==> src/rtl/ps2_host_transmitter.sv <==
// ps2_host_transmitter
// Sends one command byte from the host to a PS/2 device over the shared
// PS2_CLK / PS2_DAT lines. The lines are open-drain. The top level builds them
// as PS2_x = x_oe ? 1'b0 : 1'bz.
// A transfer runs in this order:
//   1. Hold the clock line low (inhibit).
//   2. Pull data low to give the start bit.
//   3. Release the clock and let the device clock out eight data bits (LSB
//      first), odd parity and stop.
//   4. Sample the device acknowledge bit.
//   5. Wait for both lines to go idle.
// Ports:
//   clock, reset          system clock, synchronous active-high reset
//   send, cmd[7:0]        transfer request and byte (sampled only when idle)
//   ps2_clk_in/dat_in     raw line levels (asynchronous)
//   ps2_clk_oe/dat_oe     1 = pull the corresponding line low
//   busy                  transfer in progress
//   done                  one-cycle pulse at the end of every accepted transfer
//   ack_ok, error         result of the last transfer, held until next send
module ps2_host_transmitter #(
    parameter int INHIBIT_CYCLES = 6000,
    parameter int START_TIMEOUT  = 750000,
    parameter int XFER_TIMEOUT   = 100000
) (
    input  logic       clock,
    input  logic       reset,
    input  logic       send,
    input  logic [7:0] cmd,
    input  logic       ps2_clk_in,
    input  logic       ps2_dat_in,
    output logic       ps2_clk_oe,
    output logic       ps2_dat_oe,
    output logic       busy,
    output logic       done,
    output logic       ack_ok,
    output logic       error
);

    localparam int MAX_AB  = (INHIBIT_CYCLES > START_TIMEOUT) ? INHIBIT_CYCLES : START_TIMEOUT;
    localparam int MAX_CNT = (MAX_AB > XFER_TIMEOUT) ? MAX_AB : XFER_TIMEOUT;
    localparam int TW      = $clog2(MAX_CNT + 1);

    localparam logic [TW-1:0] TIMER_ZERO   = {TW{1'b0}};
    localparam logic [TW-1:0] TIMER_ONE    = {{(TW-1){1'b0}}, 1'b1};
    localparam logic [TW-1:0] INHIBIT_LAST = TW'(INHIBIT_CYCLES - 32'sd1);
    localparam logic [TW-1:0] START_LAST   = TW'(START_TIMEOUT - 32'sd1);
    localparam logic [TW-1:0] XFER_LAST    = TW'(XFER_TIMEOUT - 32'sd1);

    typedef enum logic [2:0] {
        ST_IDLE        = 3'd0,
        ST_INHIBIT     = 3'd1,
        ST_REQ         = 3'd2,
        ST_RELEASE_CLK = 3'd3,
        ST_SHIFT       = 3'd4,
        ST_WAIT_IDLE   = 3'd5,
        ST_DONE        = 3'd6,
        ST_TIMEOUT     = 3'd7
    } state_t;

    state_t        state_q, state_d;
    logic [1:0]    clk_sync_q, clk_sync_d;
    logic [1:0]    dat_sync_q, dat_sync_d;
    logic          clk_prev_q, clk_prev_d;
    logic [TW-1:0] timer_q, timer_d;
    logic [3:0]    edge_q, edge_d;
    logic [7:0]    cmd_q, cmd_d;
    logic          parity_q, parity_d;
    logic          clk_oe_q, clk_oe_d;
    logic          dat_oe_q, dat_oe_d;
    logic          busy_q, busy_d;
    logic          done_q, done_d;
    logic          ack_ok_q, ack_ok_d;
    logic          error_q, error_d;

    logic          clk_s, dat_s, fall_s;
    logic [3:0]    edge_m1_s;
    logic [2:0]    bit_idx_s;

    assign clk_s  = clk_sync_q[1];
    assign dat_s  = dat_sync_q[1];
    assign fall_s = clk_prev_q & ~clk_s;

    // State register: every flop, with a synchronous reset that releases both lines
    always_ff @(posedge clock) begin
        if (reset) begin
            state_q    <= ST_IDLE;
            clk_sync_q <= 2'b11;   // idle lines read high, so no false fall leaves reset
            dat_sync_q <= 2'b11;
            clk_prev_q <= 1'b1;
            timer_q    <= TIMER_ZERO;
            edge_q     <= 4'd0;
            cmd_q      <= 8'h00;
            parity_q   <= 1'b0;
            clk_oe_q   <= 1'b0;
            dat_oe_q   <= 1'b0;
            busy_q     <= 1'b0;
            done_q     <= 1'b0;
            ack_ok_q   <= 1'b0;
            error_q    <= 1'b0;
        end else begin
            state_q    <= state_d;
            clk_sync_q <= clk_sync_d;
            dat_sync_q <= dat_sync_d;
            clk_prev_q <= clk_prev_d;
            timer_q    <= timer_d;
            edge_q     <= edge_d;
            cmd_q      <= cmd_d;
            parity_q   <= parity_d;
            clk_oe_q   <= clk_oe_d;
            dat_oe_q   <= dat_oe_d;
            busy_q     <= busy_d;
            done_q     <= done_d;
            ack_ok_q   <= ack_ok_d;
            error_q    <= error_d;
        end
    end

    // Next state: synchronizers, sequencing, the edge counter and the shared timeout timer
    always_comb begin
        clk_sync_d = {clk_sync_q[0], ps2_clk_in};
        dat_sync_d = {dat_sync_q[0], ps2_dat_in};
        clk_prev_d = clk_s;
        state_d    = state_q;
        timer_d    = timer_q;
        edge_d     = edge_q;
        cmd_d      = cmd_q;
        parity_d   = parity_q;
        case (state_q)
            ST_IDLE: begin
                timer_d = TIMER_ZERO;
                if (send) begin
                    state_d  = ST_INHIBIT;
                    cmd_d    = cmd;
                    parity_d = ~^cmd;
                end else begin
                    state_d  = ST_IDLE;
                end
            end
            ST_INHIBIT: begin
                if (timer_q >= INHIBIT_LAST) begin
                    state_d = ST_REQ;
                    timer_d = TIMER_ZERO;
                end else begin
                    timer_d = timer_q + TIMER_ONE;
                end
            end
            ST_REQ: begin
                state_d = ST_RELEASE_CLK;
                timer_d = TIMER_ZERO;
                edge_d  = 4'd0;
            end
            ST_RELEASE_CLK: begin
                if (fall_s) begin
                    state_d = ST_SHIFT;
                    edge_d  = 4'd1;
                    timer_d = TIMER_ZERO;   // transfer timer starts at the first fall
                end else if (timer_q >= START_LAST) begin
                    state_d = ST_TIMEOUT;
                end else begin
                    timer_d = timer_q + TIMER_ONE;
                end
            end
            ST_SHIFT: begin
                // A fall wins over a coincident expiry. The >= compare still fires on the next cycle.
                if (fall_s) begin
                    edge_d  = (edge_q >= 4'd11) ? 4'd11 : (edge_q + 4'd1);
                    timer_d = timer_q + TIMER_ONE;
                    if (edge_q == 4'd10) begin
                        state_d = ST_WAIT_IDLE;
                    end else begin
                        state_d = ST_SHIFT;
                    end
                end else if (timer_q >= XFER_LAST) begin
                    state_d = ST_TIMEOUT;
                end else begin
                    timer_d = timer_q + TIMER_ONE;
                end
            end
            ST_WAIT_IDLE: begin
                if (clk_s && dat_s) begin
                    state_d = ST_DONE;
                end else if (timer_q >= XFER_LAST) begin
                    state_d = ST_TIMEOUT;
                end else begin
                    timer_d = timer_q + TIMER_ONE;
                end
            end
            ST_DONE:    state_d = ST_IDLE;   // a send seen here is deliberately dropped
            ST_TIMEOUT: state_d = ST_IDLE;
            default:    state_d = ST_IDLE;
        endcase
    end

    // Outputs: computed from the next state so the registered outputs line up with the state
    always_comb begin
        clk_oe_d  = 1'b0;
        dat_oe_d  = 1'b0;
        busy_d    = 1'b0;
        done_d    = 1'b0;
        ack_ok_d  = ack_ok_q;
        error_d   = error_q;
        edge_m1_s = edge_d - 4'd1;
        bit_idx_s = edge_m1_s[2:0];
        case (state_d)
            ST_INHIBIT: begin
                clk_oe_d = 1'b1;
                busy_d   = 1'b1;
            end
            ST_REQ: begin
                clk_oe_d = 1'b1;
                dat_oe_d = 1'b1;
                busy_d   = 1'b1;
            end
            ST_RELEASE_CLK: begin
                dat_oe_d = 1'b1;
                busy_d   = 1'b1;
            end
            ST_SHIFT: begin
                busy_d = 1'b1;
                // Present the next bit right after each device fall. dat_oe is the inverted bit value.
                if (fall_s) begin
                    if (edge_d <= 4'd8) begin
                        dat_oe_d = ~cmd_q[bit_idx_s];
                    end else if (edge_d == 4'd9) begin
                        dat_oe_d = ~parity_q;
                    end else begin
                        dat_oe_d = 1'b0;
                    end
                end else begin
                    dat_oe_d = dat_oe_q;
                end
            end
            ST_WAIT_IDLE: busy_d = 1'b1;
            ST_DONE:      done_d = 1'b1;
            ST_TIMEOUT:   done_d = 1'b1;
            ST_IDLE:      busy_d = 1'b0;
            default:      busy_d = 1'b0;
        endcase
        if (state_q == ST_IDLE && send) begin
            ack_ok_d = 1'b0;
            error_d  = 1'b0;
        end else if (state_d == ST_TIMEOUT) begin
            ack_ok_d = 1'b0;
            error_d  = 1'b1;
        end else if (state_q == ST_SHIFT && state_d == ST_WAIT_IDLE) begin
            ack_ok_d = ~dat_s;   // device pulls data low on the 11th clock to acknowledge
        end else begin
            ack_ok_d = ack_ok_q;
        end
    end

    assign ps2_clk_oe = clk_oe_q;
    assign ps2_dat_oe = dat_oe_q;
    assign busy       = busy_q;
    assign done       = done_q;
    assign ack_ok     = ack_ok_q;
    assign error      = error_q;

endmodule

==> config.mk <==
export PLATFORM = sky130hd
export DESIGN_NAME = ps2_host_transmitter
export DESIGN_NICKNAME = d
export VERILOG_FILES = /design/src/rtl/ps2_host_transmitter.sv
export SDC_FILE = /design/constraint.sdc
export NUM_CORES = 1
export LEC_CHECK = 0
export BUFFER_PORTS_ARGS = -buffer_cell sky130_fd_sc_hd__clkbuf_2
export CAP_MARGIN = 20
export CORE_ASPECT_RATIO = 1.2
export CORE_MARGIN = 1.5
export CORE_UTILIZATION = 55
export DETAILED_ROUTE_END_ITERATION = 10
export MAX_ROUTING_LAYER = met4
export PLACE_DENSITY = 0.75
export SLEW_MARGIN = 5
export SYNTH_ARGS = -nofsm -noshare
export SYNTH_HDL_FRONTEND = slang
export SYNTH_SLANG_ARGS = --single-unit
==> constraint.sdc <==
create_clock -name clock -period 3.1 [get_ports clock]
set_clock_uncertainty 0.2 [all_clocks]
set_input_delay 0.155 -clock clock [delete_from_list [all_inputs] [get_ports clock]]
set_output_delay 0.155 -clock clock [all_outputs]
set_load 0.05 [all_outputs]
# After elaboration in Yosys (flattened, before gate mapping)
# Index checks and enable logic that the tools add are counted.
# op_classes
addsub,3
order_cmp,6
eq_ne,19
n_mux,29
n_bitwise,5
reduce_logical,16
# ops
cell,n
2-to-1 mux 20 bit,6
case mux 20 bit (5 select lines),1
"equality test 3 bit, second input constant",8
case mux 3 bit (7 select lines),1
"adder 20 x 1 -> 20 bit, second input constant",1
"greater-or-equal comparator 20 x 13 -> 1 bit, second input constant",1
"greater-or-equal comparator 20 x 17 -> 1 bit, second input constant",1
"greater-or-equal comparator 20 bit, second input constant",1
2-to-1 mux 3 bit,6
"equality test 3 x 2 -> 1 bit, second input constant",4
2-to-1 mux 4 bit,3
case mux 4 bit (3 select lines),1
OR reduction 2 bit,6
2-to-1 mux 1 bit,9
"equality test 4 bit, second input constant",2
XNOR reduction 8 bit,1
"equality test 3 x 1 -> 1 bit, second input constant",2
nonzero test 5 bit,1
OR reduction 5 bit,1
"adder 4 x 1 -> 4 bit, second input constant",1
"greater-or-equal comparator 4 bit, second input constant",1
"less-or-equal comparator 4 bit, second input constant",1
"less-than comparator 3 x 4 -> 1 bit, second input constant",1
"!= test 2 bit, second input constant",2
11 further kinds,16
# word_totals
reg_bits,47

# Depth between registers and ports, before layout
# Gate-level depths: netlist of the first run.
# depth
word_depth,11
depth_mapped,11
mapped_depth_nobuf,11

# Least setup slack after synthesis of the first run
# OpenSTA, ideal clock, no wires.
# synth_path
path_type,reg-to-reg
from,register state_q[1]
to,register dat_oe_q (netlist: ps2_dat_oe)
setup_time_ns,0.116
t_arrival_ns,2.259
slack_ns,0.524
stages_incl_launch_ff,12
synth_period_minus_slack_ns,2.576
cell_sequence,dfxtp_1 buf_2 clkbuf_1 nor3b_1 a41oi_1 o21ai_1 inv_1 ha_1 inv_1 mux2i_1 o22ai_1 o211a_1
# synth_between
elab_chain_cells,9
word_cells_on_any_way,32
cone_classes,add/sub (1); order compare (1); eq/ne (12); mux (14); bitwise (1); reduce/logical (3)
# synth_rtl
element,line_no,text
start: declaration,60,"state_t state_q, state_d;"
start signal: assignment,101,state_q <= state_d;
equality test 3 bit or equality test 3 x 2 -> 1 bit (tied branches),128,case (state_q)
case mux 4 bit (3 select lines) *,128,
named net edge_d[0],65,"logic [3:0] edge_q, edge_d;"
subtractor 3 x 1 -> 3 bit,202,edge_m1_s = edge_d - 4'd1;
binary-select mux 1 bit (select 3 bit),223,dat_oe_d = ~cmd_q[bit_idx_s];
2-to-1 mux 1 bit (implied by the code),223,
NOT 1 bit,223,
2-to-1 mux 1 bit *,222,if (edge_d <= 4'd8) begin
2-to-1 mux 1 bit *,221,if (fall_s) begin
case mux 1 bit (2 select lines) *,204,case (state_d)
end signal: assignment,110,dat_oe_q <= dat_oe_d;
end: declaration,69,"logic dat_oe_q, dat_oe_d;"
# Mark *: on every way through the listed nets, which the timed path passes. The rest lies on a longest branch. The select of a mux whose other input is x is not followed.
# A chain may end at the register's enable or synchronous reset.

# Worst setup path after layout of the first run
# layout_path
from,register timer_q[17]
to,register timer_q[18]
# layout_between
elab_chain_cells,4
word_cells_on_any_way,13
cone_classes,add/sub (1); order compare (3); eq/ne (1); mux (7); reduce/logical (1)
# layout_rtl
element,line_no,text
start: declaration,64,"logic [TW-1:0] timer_q, timer_d;"
start signal: assignment,105,timer_q <= timer_d;
adder 20 x 1 -> 20 bit or greater-or-equal comparator 20 x 17 -> 1 bit (tied branches),--,
2-to-1 mux 20 bit (on tied branches),"173, 182, 157",
2-to-1 mux 20 bit (on tied branches),"180, 153, 165",
case mux 20 bit (5 select lines),128,
# Parallel ways exist; a longest one is shown, timed or not. The select of a mux whose other input is x is not followed.

==> summary.txt, run 1 <==
Status
  – Outcome: complete, no violations

Synth
  – Mapped Nets: 356
  – Cells after Synth: 337
  – Seq/Total Area, Yosys: 34.1%
  – FF+latch count, synth: 47
  – Synth cell types: 58
  – Mapped cell area: 2760 um2
  – Async SR Flop Fraction: 0%
  – Cell taking the most area after synthesis: dfxtp_1
  – Top-area cell type share of the netlist area: 34.1%
  – Synth top area cells: dfxtp_1 (34%), a21oi_1 (4.9%), nand2_1 (4.8%)
  – Number of synthesized flops with an enable pin: 0
  – Mean Syn Cell Area: 8.20 um2
  – Warnings from Yosys: 0
  – Top FF cell, synth: dfxtp_1

Timing
  – Fin. Hold Viols: 0
  – Post-layout minimum cycle time: 2.76 ns
  – Slew Viols, Final: 0
  – RSZ-0062 raised after global routing: false
  – Final period utilization: 89.1%
  – Slew @ Worst Pin: 0.563 ns
  – WHS: 0.159 ns
  – Final setup margin: 0.338 ns
  – Total Neg Setup Slack: 0 ns
  – Max-Slew Margin vs Limit: 62.4%
  – FMAX: 362 MHz
  – Final setup fails: 0

Pwr
  – Power density over cell area: 359 nW/um2
  – Sw frac: 25.4%
  – Proportion of power drawn by flip-flops and latches: 56.2%
  – Switch Pwr: 0.000286 W
  – Power share of the combinational group: 11.9%
  – Maximum VDD drop: 0.273 mV
  – Lkg Pwr: 1.28 nW
  – Clk pwr share: 31.9%
  – Pint: 0.000838 W

Worst setup path
  – Worst Setup EP: timer_q[18]
  – R2R setup slack: 0.34 ns
  – Crit Path Class: reg -> reg
  – CP peak stage delay: 0.51 ns
  – CP top delay family: simple AND/OR/NAND/NOR gates
  – Setup crit end kind: flip-flop
  – Worst r2r path cells: 8
  – Buf/Inv on CP: 1
  – CP startpoint: timer_q[17]
  – FF-to-FF End: timer_q[18]
  – Worst setup SP type: flip-flop
  – Crit-path slowest cell: or4_4
  – Crit Reg-Reg Startpoint: timer_q[17]
  – Crit path required time: 3.15 ns
  – Worst path cell trace: or3_4 -> or4_4 -> a311oi_2 -> a311oi_4 -> a21boi_4 -> buf_12 -> and3_1 -> a221o_1
  – Crit Path Max Fanout: 25
  – Cell count along the critical path: 8
  – Critical Path AT: 2.81 ns

Global routing
  – Grt ovf: 0
  – Global-route wire length before repair: 10400 um
  – Initial antenna violation count: 0
  – Vias in the first global route: 2315
  – Gr usage total: 25.1%
  – Largest net degree at the start of global routing: 37

Placed design
  – IO Port Bufs: 18
  – Post-DP HPWL: 4410 um
  – Worst slack at placement: 0.362 ns
  – Routability Congestion: 0.859

Clock tree
  – Longest Clk Path Bufs: 2
  – CTS tree: built
  – Root Buffer: clkbuf_8
  – Register clock-pin slew on the reported worst setup and hold paths: 0.08 ns
  – Post_cts resized: 0
  – Clock Sinks: 47
  – Htree depth: 2
  – Clock buffer count from CTS: 5
  – Clk Latency, worst-skew pair: 0.30 ns

Final layout
  – Post-layout util: 64.2%
  – Proportion of layout cells with a drive suffix above 1: 13.9%
  – # diodes: 0
  – Area grow syn2layout: 13.2%
  – Fill cells: 443
  – Layout net count: 385

Drt
  – Drt total wl: 6220 um
  – WL per Instance: 14.6 um
  – Vias per inst: 5.97
  – Vias post-DR: 2549
  – Drc violations: 0
  – DRT antenna net count: 0
  – DRT iter0 DRCs: 138
  – Initial DRT Pass Iterations: 4

Floorplan
  – Core area: 4870 um2
  – Io pins: 19
  – Starting density of the core: 56.7%
  – DIE WIDTH: 67.7 um
  – Die H: 80.6 um
  – Die area: 5460 um2
  – Site Rows: 28

Hold path
  – HP Class: in -> reg

Flow run
  – Max Cap Viol: 0
==> cell type report <==
type,count,area [um2],area share (%)
Sequential cell,47,941,30.1
Tap cell,60,75.1,2.40
Clock inverter,2,12.5,0.400
Multi-Input combinational cell,264,1710,54.7
Clock buffer,6,72.6,2.32
Timing Repair Buffer,38,278,8.88
Inverter,10,37.5,1.20
==> through the flow <==
step / area [um2] / std cells / power, W
CTS: 3130 / 427 / 0.00114
finish: 3130 / 427 / 0.00112
global route: 3130 / 427 / 0.00116
detailed placement: 2940 / 409 / 0.000768
floorplan: 2760 / 337 / 0.000735
global placement: 2940 / 409 / 0.000766
==> worst min-delay path, cell delays in order <==
cell      delay, ns
clkbuf_2       0.10
buf_4          0.24
nor2_1         0.13
==> power by group through the flow <==
stage / clock network, W / registers (W) / logic, W
2_1_floorplan: 0 / 0.000648 / 0.0000875
5_1_grt: 0.000384 / 0.000634 / 0.000146
4_1_cts: 0.000373 / 0.000631 / 0.000133
6_report: 0.000359 / 0.000631 / 0.000133
3_5_place_dp: 0 / 0.000645 / 0.000123
3_3_place_gp: 0 / 0.000645 / 0.000121
==> timing repair <==
item                      in CTS  in global routing
setup buffers                  0                  0
hold endpoints to repair      10                  0
hold buffers                  10                  0
==> cells in the final DEF (no fill, tap or decap), types with 7 or more instances in the layout <==
master,Yosys,routed
inv_1,10,10
dlygate4sd3_1,0,10
nand2_1,35,35
nand3_1,12,12
or2_2,7,7
a21oi_1,27,27
and3_1,13,13
o21ai_1,7,7
mux2i_1,9,9
dfxtp_1,47,47
o21ai_0,11,11
nor3b_1,7,7
xnor2_1,10,10
clkbuf_2,0,18
nor2_1,27,27
buf_4,1,9
==> kinds of logic after synthesis <==
group                    after synthesis  share of synthesized area, %
AND/OR/NAND/NOR                      141                          27.1
AO/OA/AOI/OAI                         98                          25.7
flip-flops                            47                          34.1
buffers and inverters                 26                          4.03
XOR/XNOR                              10                          3.17
multiplexers                           9                          3.26
adder cells (fa/ha/maj)                6                          2.72
==> layer usage <==
metal	GRT usage, %	part of all wire, %	vias up
met5	-	0	-
met4	7.76	1.3	0
met2	44.9	52	34
met3	3.50	2.3	5
li1	-	-	1292
met1	28.4	44	1218
==> registers in the layout, indices dropped and copies added (netlist names), 2 cells and up <==
register / cells
state_q: 3
edge_q: 4
cmd_q: 8
dat_sync_q: 2
timer_q: 20
clk_sync_q: 2
==> worst min path at each step <==
| stage | slack [ns] | endpoint | depth (start not counted) | from |
|---|---|---|---|---|
| after floorplan | 0.06 | clk_sync_q[0] | 1 | ps2_clk_in |
| after global placement | 0.14 | clk_sync_q[0] | 2 | ps2_clk_in |
| after detailed placement | 0.14 | clk_sync_q[0] | 2 | ps2_clk_in |
| after CTS | 0.15 | state_q[0] | 3 | reset |
| after global routing | 0.17 | state_q[0] | 3 | reset |
| final | 0.16 | timer_q[0] | 3 | reset |
==> cell usage after synthesis (all sizes together), types with 2 or more instances <==
library cell	n
a211oi	6
a21o	4
a21oi	27
a221o	5
a221oi	3
a22o	5
a2bb2oi	3
a311oi	3
a31o	2
and2	6
and3	13
buf	5
clkbuf	11
dfxtp	47
ha	6
inv	10
mux2i	9
nand2	35
nand2b	6
nand3	12
nand3b	4
nand4	4
nor2	27
nor2b	5
nor3	4
nor3b	7
nor4	3
o2111ai	2
o211a	2
o211ai	2
o21a	3
o21ai	18
o22ai	3
o31a	2
or2	7
or4	2
xnor2	10
Power figures use the tool's default switching activity.
==> run 2, diff against run 1 <==
- CTS_CLUSTER_DIAMETER: default -> 200
- MAX_ROUTING_LAYER: met4 -> default
==> run 2 against run 1 <==
Effect of this change:
- die area stayed put
- register-to-register slack about the same
- core utilization did not move
- hold slack worse by 0.0022 ns
- count of clock-buffer cells in the layout did not move
- final cell count is the same
==> summary.txt, run 2 (synthesized netlist as in run 1, its figures left out) <==
Timing
  – Slew Viols, Final: 0 (unchanged)
  – Final period utilization: 89.2% (was 89.1%)
  – FMAX: 361 MHz (was 362 MHz)
  – Final setup margin: 0.333 ns (was 0.338 ns)
  – Max-Slew Margin vs Limit: 62.4% (about the same)
  – Total Neg Setup Slack: 0 ns (unchanged)
  – Final setup fails: 0 (unchanged)
  – Post-layout minimum cycle time: 2.77 ns (was 2.76 ns)
  – Fin. Hold Viols: 0 (unchanged)
  – Slew @ Worst Pin: 0.562 ns (was 0.563 ns)
  – RSZ-0062 raised after global routing: false (unchanged)

Pwr
  – Lkg Pwr: 1.28 nW (unchanged)
  – Power density over cell area: 360 nW/um2 (was 359 nW/um2)
  – Maximum VDD drop: 0.272 mV (was 0.273 mV)

Clock tree
  – Root Buffer: clkbuf_8 (unchanged)
  – Register clock-pin slew on the reported worst setup and hold paths: 0.09 ns (was 0.08 ns)
  – Clock buffer count from CTS: 5 (unchanged)
  – Longest Clk Path Bufs: 2 (unchanged)
  – Clock Sinks: 47 (unchanged)
  – Clk Latency, worst-skew pair: 0.30 ns (about the same)
  – Htree depth: 2 (unchanged)
  – CTS tree: built (unchanged)

Placed design
  – Routability Congestion: 0.846 (was 0.859)
  – Post-DP HPWL: 4410 um (unchanged)
  – IO Port Bufs: 18 (unchanged)
  – Worst slack at placement: 0.362 ns (unchanged)
  – Cell count after placement: 409 (unchanged)

Worst setup path
  – FF-to-FF End: timer_q[17] (was timer_q[18])
  – Crit Path Max Fanout: 25 (unchanged)
  – Worst r2r path cells: 8 (unchanged)
  – R2R setup slack: 0.33 ns (was 0.34 ns)
  – Crit path required time: 3.15 ns (about the same)
  – Critical Path AT: 2.81 ns (about the same)
  – Crit Path Class: reg -> reg (unchanged)
  – Worst setup SP type: flip-flop (unchanged)
  – Crit Reg-Reg Startpoint: timer_q[17] (unchanged)
  – Setup crit end kind: flip-flop (unchanged)

Final layout
  – Final std cells w/o fill: 427 (unchanged)
  – Commonest cells after routing, fill and taps aside: dfxtp_1 (47), nand2_1 (35), nor2_1 (27), a21oi_1 (27), clkbuf_2 (18) (unchanged)
  – Post-layout util: 64.2% (unchanged)
  – Area grow syn2layout: 13.2% (unchanged)
  – Commonest non-fill, non-tap cell in the layout: dfxtp_1 (unchanged)
  – Top Registers: timer_q: 20 flops, cmd_q: 8 flops, edge_q: 4 flops (unchanged)
  – Largest register FFs: 20 (unchanged)
  – Layout net count: 385 (unchanged)
  – # diodes: 0 (unchanged)
  – Proportion of layout cells with a drive suffix above 1: 13.9% (unchanged)
  – Most flop-heavy register: timer_q (unchanged)

Status
  – Outcome: complete, no violations (unchanged)

Drt
  – Initial DRT Pass Iterations: 4 (unchanged)
  – DRT antenna net count: 0 (unchanged)
  – DRT iter0 DRCs: 160 (was 138)
  – Drt total wl: 6280 um (was 6220 um)
  – Vias per inst: 5.96 (was 5.97)
  – Vias post-DR: 2544 (was 2549)
  – WL per Instance: 14.7 um (was 14.6 um)
  – Drc violations: 0 (unchanged)

Hold path
  – Worst Min Path Start: reset (unchanged)
  – Hold endpoint: state_q[0] (was timer_q[0])
  – Hold Path Stages: 3 (unchanged)
  – HP Class: in -> reg (unchanged)

Floorplan
  – Die area: 5460 um2 (unchanged)
  – Io pins: 19 (unchanged)
  – Starting density of the core: 56.7% (unchanged)
  – Core area: 4870 um2 (unchanged)
  – DIE WIDTH: 67.7 um (unchanged)
  – Die H: 80.6 um (unchanged)
  – Site Rows: 28 (unchanged)

Global routing
  – Gr usage total: 24.5% (was 25.1%)
  – Largest net degree at the start of global routing: 37 (unchanged)
  – Vias in the first global route: 2312 (was 2315)
  – Global-route wire length before repair: 10400 um (unchanged)
  – Initial antenna violation count: 0 (unchanged)
  – Grt ovf: 0 (unchanged)

Flow run
  – Max Cap Viol: 0 (unchanged)
run 2: cell counts in the layout (fill, tap and decap cells not counted):
No cell type changed its count.
run 2: worst max path at each step:
stage,start,end,cells past startpoint
2_1_floorplan,state_q[1],ps2_dat_oe,11
3_3_place_gp,edge_q[0],ps2_dat_oe,11
3_5_place_dp,edge_q[0],ps2_dat_oe,11
4_1_cts,timer_q[17],timer_q[18],8
5_1_grt,timer_q[0],timer_q[17],9
6_report,timer_q[17],timer_q[17],8
run 2: layout make-up:
cell class              instances  area (um2)
fillers                       443        1740
multi-input cells             264        1710
flip-flops and latches         47         941
repair buffers                 38         278
well taps                      60        75.1
clock buffers                   6        72.6
inverters                      10        37.5
clock inverters                 2        12.5
run 2: metal layers:
metal	global-route usage, %	share of wire, %	vias to the layer above
met2	44.9	53	31
met1	28.4	44	1217
met3	3.50	2.2	5
met5	0	0	-
met4	7.76	1.3	0
li1	-	-	1291
run 2: worst max-delay path, cell delays in order (launching register included):
cell,delay [ns]
dfxtp_1,0.38
or3_4,0.42
or4_4,0.51
a311oi_2,0.39
a311oi_4,0.14
a21boi_4,0.23
buf_12,0.18
and3_1,0.16
a221o_1,0.09
run 2: what timing repair did:
action                                 in CTS  in global routing
gates resized for setup                     0                  0
setup buffers                               0                  0
endpoints found under the hold margin      10                  0
hold buffers                               10                  0
run 2: stage by stage:
| stage | power (W) | cell area [um2] | hold WS [ns] |
|---|---|---|---|
| after floorplan | 0.000735 | 2760 | 0.0588 |
| after global placement | 0.000766 | 2940 | 0.138 |
| after detailed placement | 0.000768 | 2940 | 0.141 |
| after CTS | 0.00114 | 3130 | 0.151 |
| after global routing | 0.00116 | 3130 | 0.173 |
| final | 0.00112 | 3130 | 0.157 |
run 2: power by group:
group / internal (W) / leakage [nW] / switching, W / total (W)
registers: 0.000619 / 0.382 / 0.0000124 / 0.000631
logic: 0.0000611 / 0.858 / 0.0000727 / 0.000134
clock network: 0.000158 / 0.0412 / 0.000202 / 0.000359
==> run 3, diff against run 2 <==
- GPL_TIMING_DRIVEN: default -> 0
- SETUP_SLACK_MARGIN: default -> 0.5
==> run 3 against run 2 <==
Effect of this change:
- routed wire length increased by 17%
- via count is 7.8% higher
- setup slack better by 0.17 ns
- cell area increased by 9.8%
- sequential power about the same
- non-clock buffer count grew 16
- power increased by 2.9%
- die area unchanged
- global-route usage rose by 2.9 points
- clock power increased by 2%
- critical path type unchanged
- largest cell class unchanged
- highest routed layer unchanged
==> summary.txt, run 3 (synthesized netlist as in run 1, its figures left out) <==
Status
  – Outcome: complete, no violations (unchanged)

Final layout
  – Final Instance Area: 3430 um2 (was 3130 um2)
  – Commonest non-fill, non-tap cell in the layout: dfxtp_1 (unchanged)
  – Area grow syn2layout: 24.2% (was 13.2%)
  – Commonest cells after routing, fill and taps aside: dfxtp_1 (43), nand2_1 (34), nor2_1 (26) (was dfxtp_1 (47), nand2_1 (35), nor2_1 (27), a21oi_1 (27), clkbuf_2 (18))
  – Most flop-heavy register: timer_q (unchanged)
  – Fill cells: 400 (was 443)
  – Top Registers: timer_q: 20 flops, cmd_q: 8 flops, edge_q: 4 flops (unchanged)
  – # diodes: 0 (unchanged)
  – Proportion of layout cells with a drive suffix above 1: 24.7% (was 13.9%)
  – Largest register FFs: 20 (unchanged)
  – Layout net count: 402 (was 385)

Floorplan
  – Core area: 4870 um2 (unchanged)
  – Site Rows: 28 (unchanged)
  – Starting density of the core: 56.7% (unchanged)
  – Die H: 80.6 um (unchanged)
  – Io pins: 19 (unchanged)
  – Die area: 5460 um2 (unchanged)
  – DIE WIDTH: 67.7 um (unchanged)

Clock tree
  – Longest Clk Path Bufs: 2 (unchanged)
  – Root Buffer: clkbuf_8 (unchanged)
  – Htree depth: 2 (unchanged)
  – Clock Sinks: 47 (unchanged)
  – Register clock-pin slew on the reported worst setup and hold paths: 0.09 ns (about the same)
  – CTS tree: built (unchanged)
  – Clk Latency, worst-skew pair: 0.30 ns (about the same)
  – Clock buffer count from CTS: 5 (unchanged)

Global routing
  – Initial antenna violation count: 0 (unchanged)
  – Met3 GRT Util: 4.48% (was 3.50%)
  – Global routing's busiest layer: met2 (unchanged)
  – Global-route wire length before repair: 11400 um (was 10400 um)
  – Met1 capacity usage during global routing: 30.1% (was 28.4%)
  – Grt ovf: 0 (unchanged)
  – Gr usage total: 27.4% (was 24.5%)
  – Largest net degree at the start of global routing: 14 (was 37)
  – Met2 usage: 48.3% (was 44.9%)
  – Vias in the first global route: 2554 (was 2312)

Worst setup path
  – Crit Path Class: reg -> reg (unchanged)
  – Crit Reg-Reg Startpoint: timer_q[17] (unchanged)
  – Critical Path AT: 2.65 ns (was 2.81 ns)
  – CP top delay family: compound AO/OA/AOI/OAI gates (was simple AND/OR/NAND/NOR gates)
  – Crit path required time: 3.15 ns (about the same)
  – Buf/Inv on CP: 1 (unchanged)
  – Worst setup SP type: flip-flop (unchanged)
  – Worst path cell trace: or3_4 -> or4_4 -> a31oi_4 -> a311oi_4 -> a21boi_4 -> buf_6 -> a21o_1 -> a22o_1 (was or3_4 -> or4_4 -> a311oi_2 -> a311oi_4 -> a21boi_4 -> buf_12 -> and3_1 -> a221o_1)
  – FF-to-FF End: timer_q[16] (was timer_q[17])
  – Crit-path slowest cell: or4_4 (unchanged)
  – CP startpoint: timer_q[17] (unchanged)
  – CP peak stage delay: 0.47 ns (was 0.51 ns)
  – Worst r2r path cells: 8 (unchanged)
  – Crit Path Max Fanout: 8 (was 25)
  – R2R setup slack: 0.50 ns (was 0.33 ns)
  – Setup crit end kind: flip-flop (unchanged)

Timing
  – Slew Viols, Final: 0 (unchanged)
  – RSZ-0062 raised after global routing: true (was false)
  – Total Neg Setup Slack: 0 ns (unchanged)
  – Final setup fails: 0 (unchanged)
  – Max-Slew Margin vs Limit: 64.3% (was 62.4%)
  – Post-layout minimum cycle time: 2.60 ns (was 2.77 ns)
  – Final period utilization: 83.7% (was 89.2%)
  – Slew @ Worst Pin: 0.535 ns (was 0.562 ns)
  – FMAX: 385 MHz (was 361 MHz)
  – Fin. Hold Viols: 0 (unchanged)

Hold path
  – Hold Path Stages: 4 (was 3)
  – Worst Min Path Start: send (was reset)
  – Hold endpoint: ack_ok (was state_q[0])
  – HP Class: in -> reg (unchanged)

Pwr
  – Maximum VDD drop: 0.279 mV (was 0.272 mV)
  – Power density over cell area: 337 nW/um2 (was 360 nW/um2)
  – Lkg Pwr: 1.37 nW (was 1.28 nW)

Flow run
  – Max Cap Viol: 0 (unchanged)

Drt
  – Drc violations: 0 (unchanged)
  – WL per Instance: 16.6 um (was 14.7 um)
  – Initial DRT Pass Iterations: 5 (was 4)
  – Vias per inst: 6.18 (was 5.96)
  – DRT iter0 DRCs: 259 (was 160)
  – Vias post-DR: 2743 (was 2544)
  – Drt total wl: 7370 um (was 6280 um)
  – DRT antenna net count: 0 (unchanged)

Placed design
  – Post-DP HPWL: 4780 um (was 4410 um)
  – IO Port Bufs: 17 (was 18)
  – Routability Congestion: 0.920 (was 0.846)
  – Placed Instance Area: 2920 um2 (was 2940 um2)
[run 3: cell count changes in the layout (fill, tap and decap cells not counted), moves of 4 or more]
cell	before	now
o21ai_0	11	7
a21oi_1	27	23
clkbuf_1	1	8
nor3b_2	0	4
nor3b_1	7	3
dfxtp_1	47	43
[run 3: metrics by stage]
stage | util, % | hold slack [ns] | setup slack [ns] | instances | power, W
CTS | 67.3 | 0.191 | 0.508 | 438 | 0.00115
global placement | 60.0 | 0.136 | 0.0606 | 414 | 0.000767
floorplan | - | 0.0588 | 0.524 | 337 | 0.000735
global route | 70.5 | 0.231 | 0.408 | 444 | 0.00120
finish | 70.5 | 0.186 | 0.505 | 444 | 0.00116
detailed placement | 60.0 | 0.142 | 0.0299 | 414 | 0.000770
[run 3: per-layer routing]
layer	vias to the layer above	share of wire, %
met4	0	3.3
met5	-	0
met2	82	54
li1	1329	-
met3	20	3.2
met1	1312	40
[run 3: repair_timing]
item                       CTS  global route
resized for setup           30            33
setup endpoints to repair   25            21
pin swaps                    4             8
hold endpoints to repair    10             0
gates cloned                 3             0
buffers inserted             3             6
hold buffers                10             0
[run 3: worst max path at each step]
stage	to	slack [ns]	depth (start not counted)
6_report	timer_q[16]	0.50	8
5_1_grt	ps2_dat_oe	0.41	11
4_1_cts	timer_q[2]	0.51	9
3_5_place_dp	timer_q[5]	0.03	8
3_3_place_gp	timer_q[5]	0.06	8
2_1_floorplan	ps2_dat_oe	0.52	11
[run 3: cell type report]
type	count	area [um2]	area share, %
multi-input cells	265	1930	56.1
flip-flops and latches	47	948	27.6
repair buffers	38	272	7.91
plain buffers	16	92.6	2.70
clock buffers	7	76.3	2.22
well taps	60	75.1	2.19
inverters	10	37.5	1.09
clock inverters	1	5.00	0.146
[run 3: worst reg2reg max path: stages (launching register included)]
cell	delay, ns
dfxtp_4	0.38
or3_4	0.40
or4_4	0.47
a31oi_4	0.23
a311oi_4	0.19
a21boi_4	0.29
buf_6	0.17
a21o_1	0.11
a22o_1	0.11
[run 3: power breakdown]
group / leakage [nW] / switching (W) / internal, W
logic: 0.945 / 0.0000920 / 0.0000700
clock network: 0.0422 / 0.000208 / 0.000159
registers: 0.384 / 0.00000987 / 0.000618
total: 1.37 / 0.000310 / 0.000847
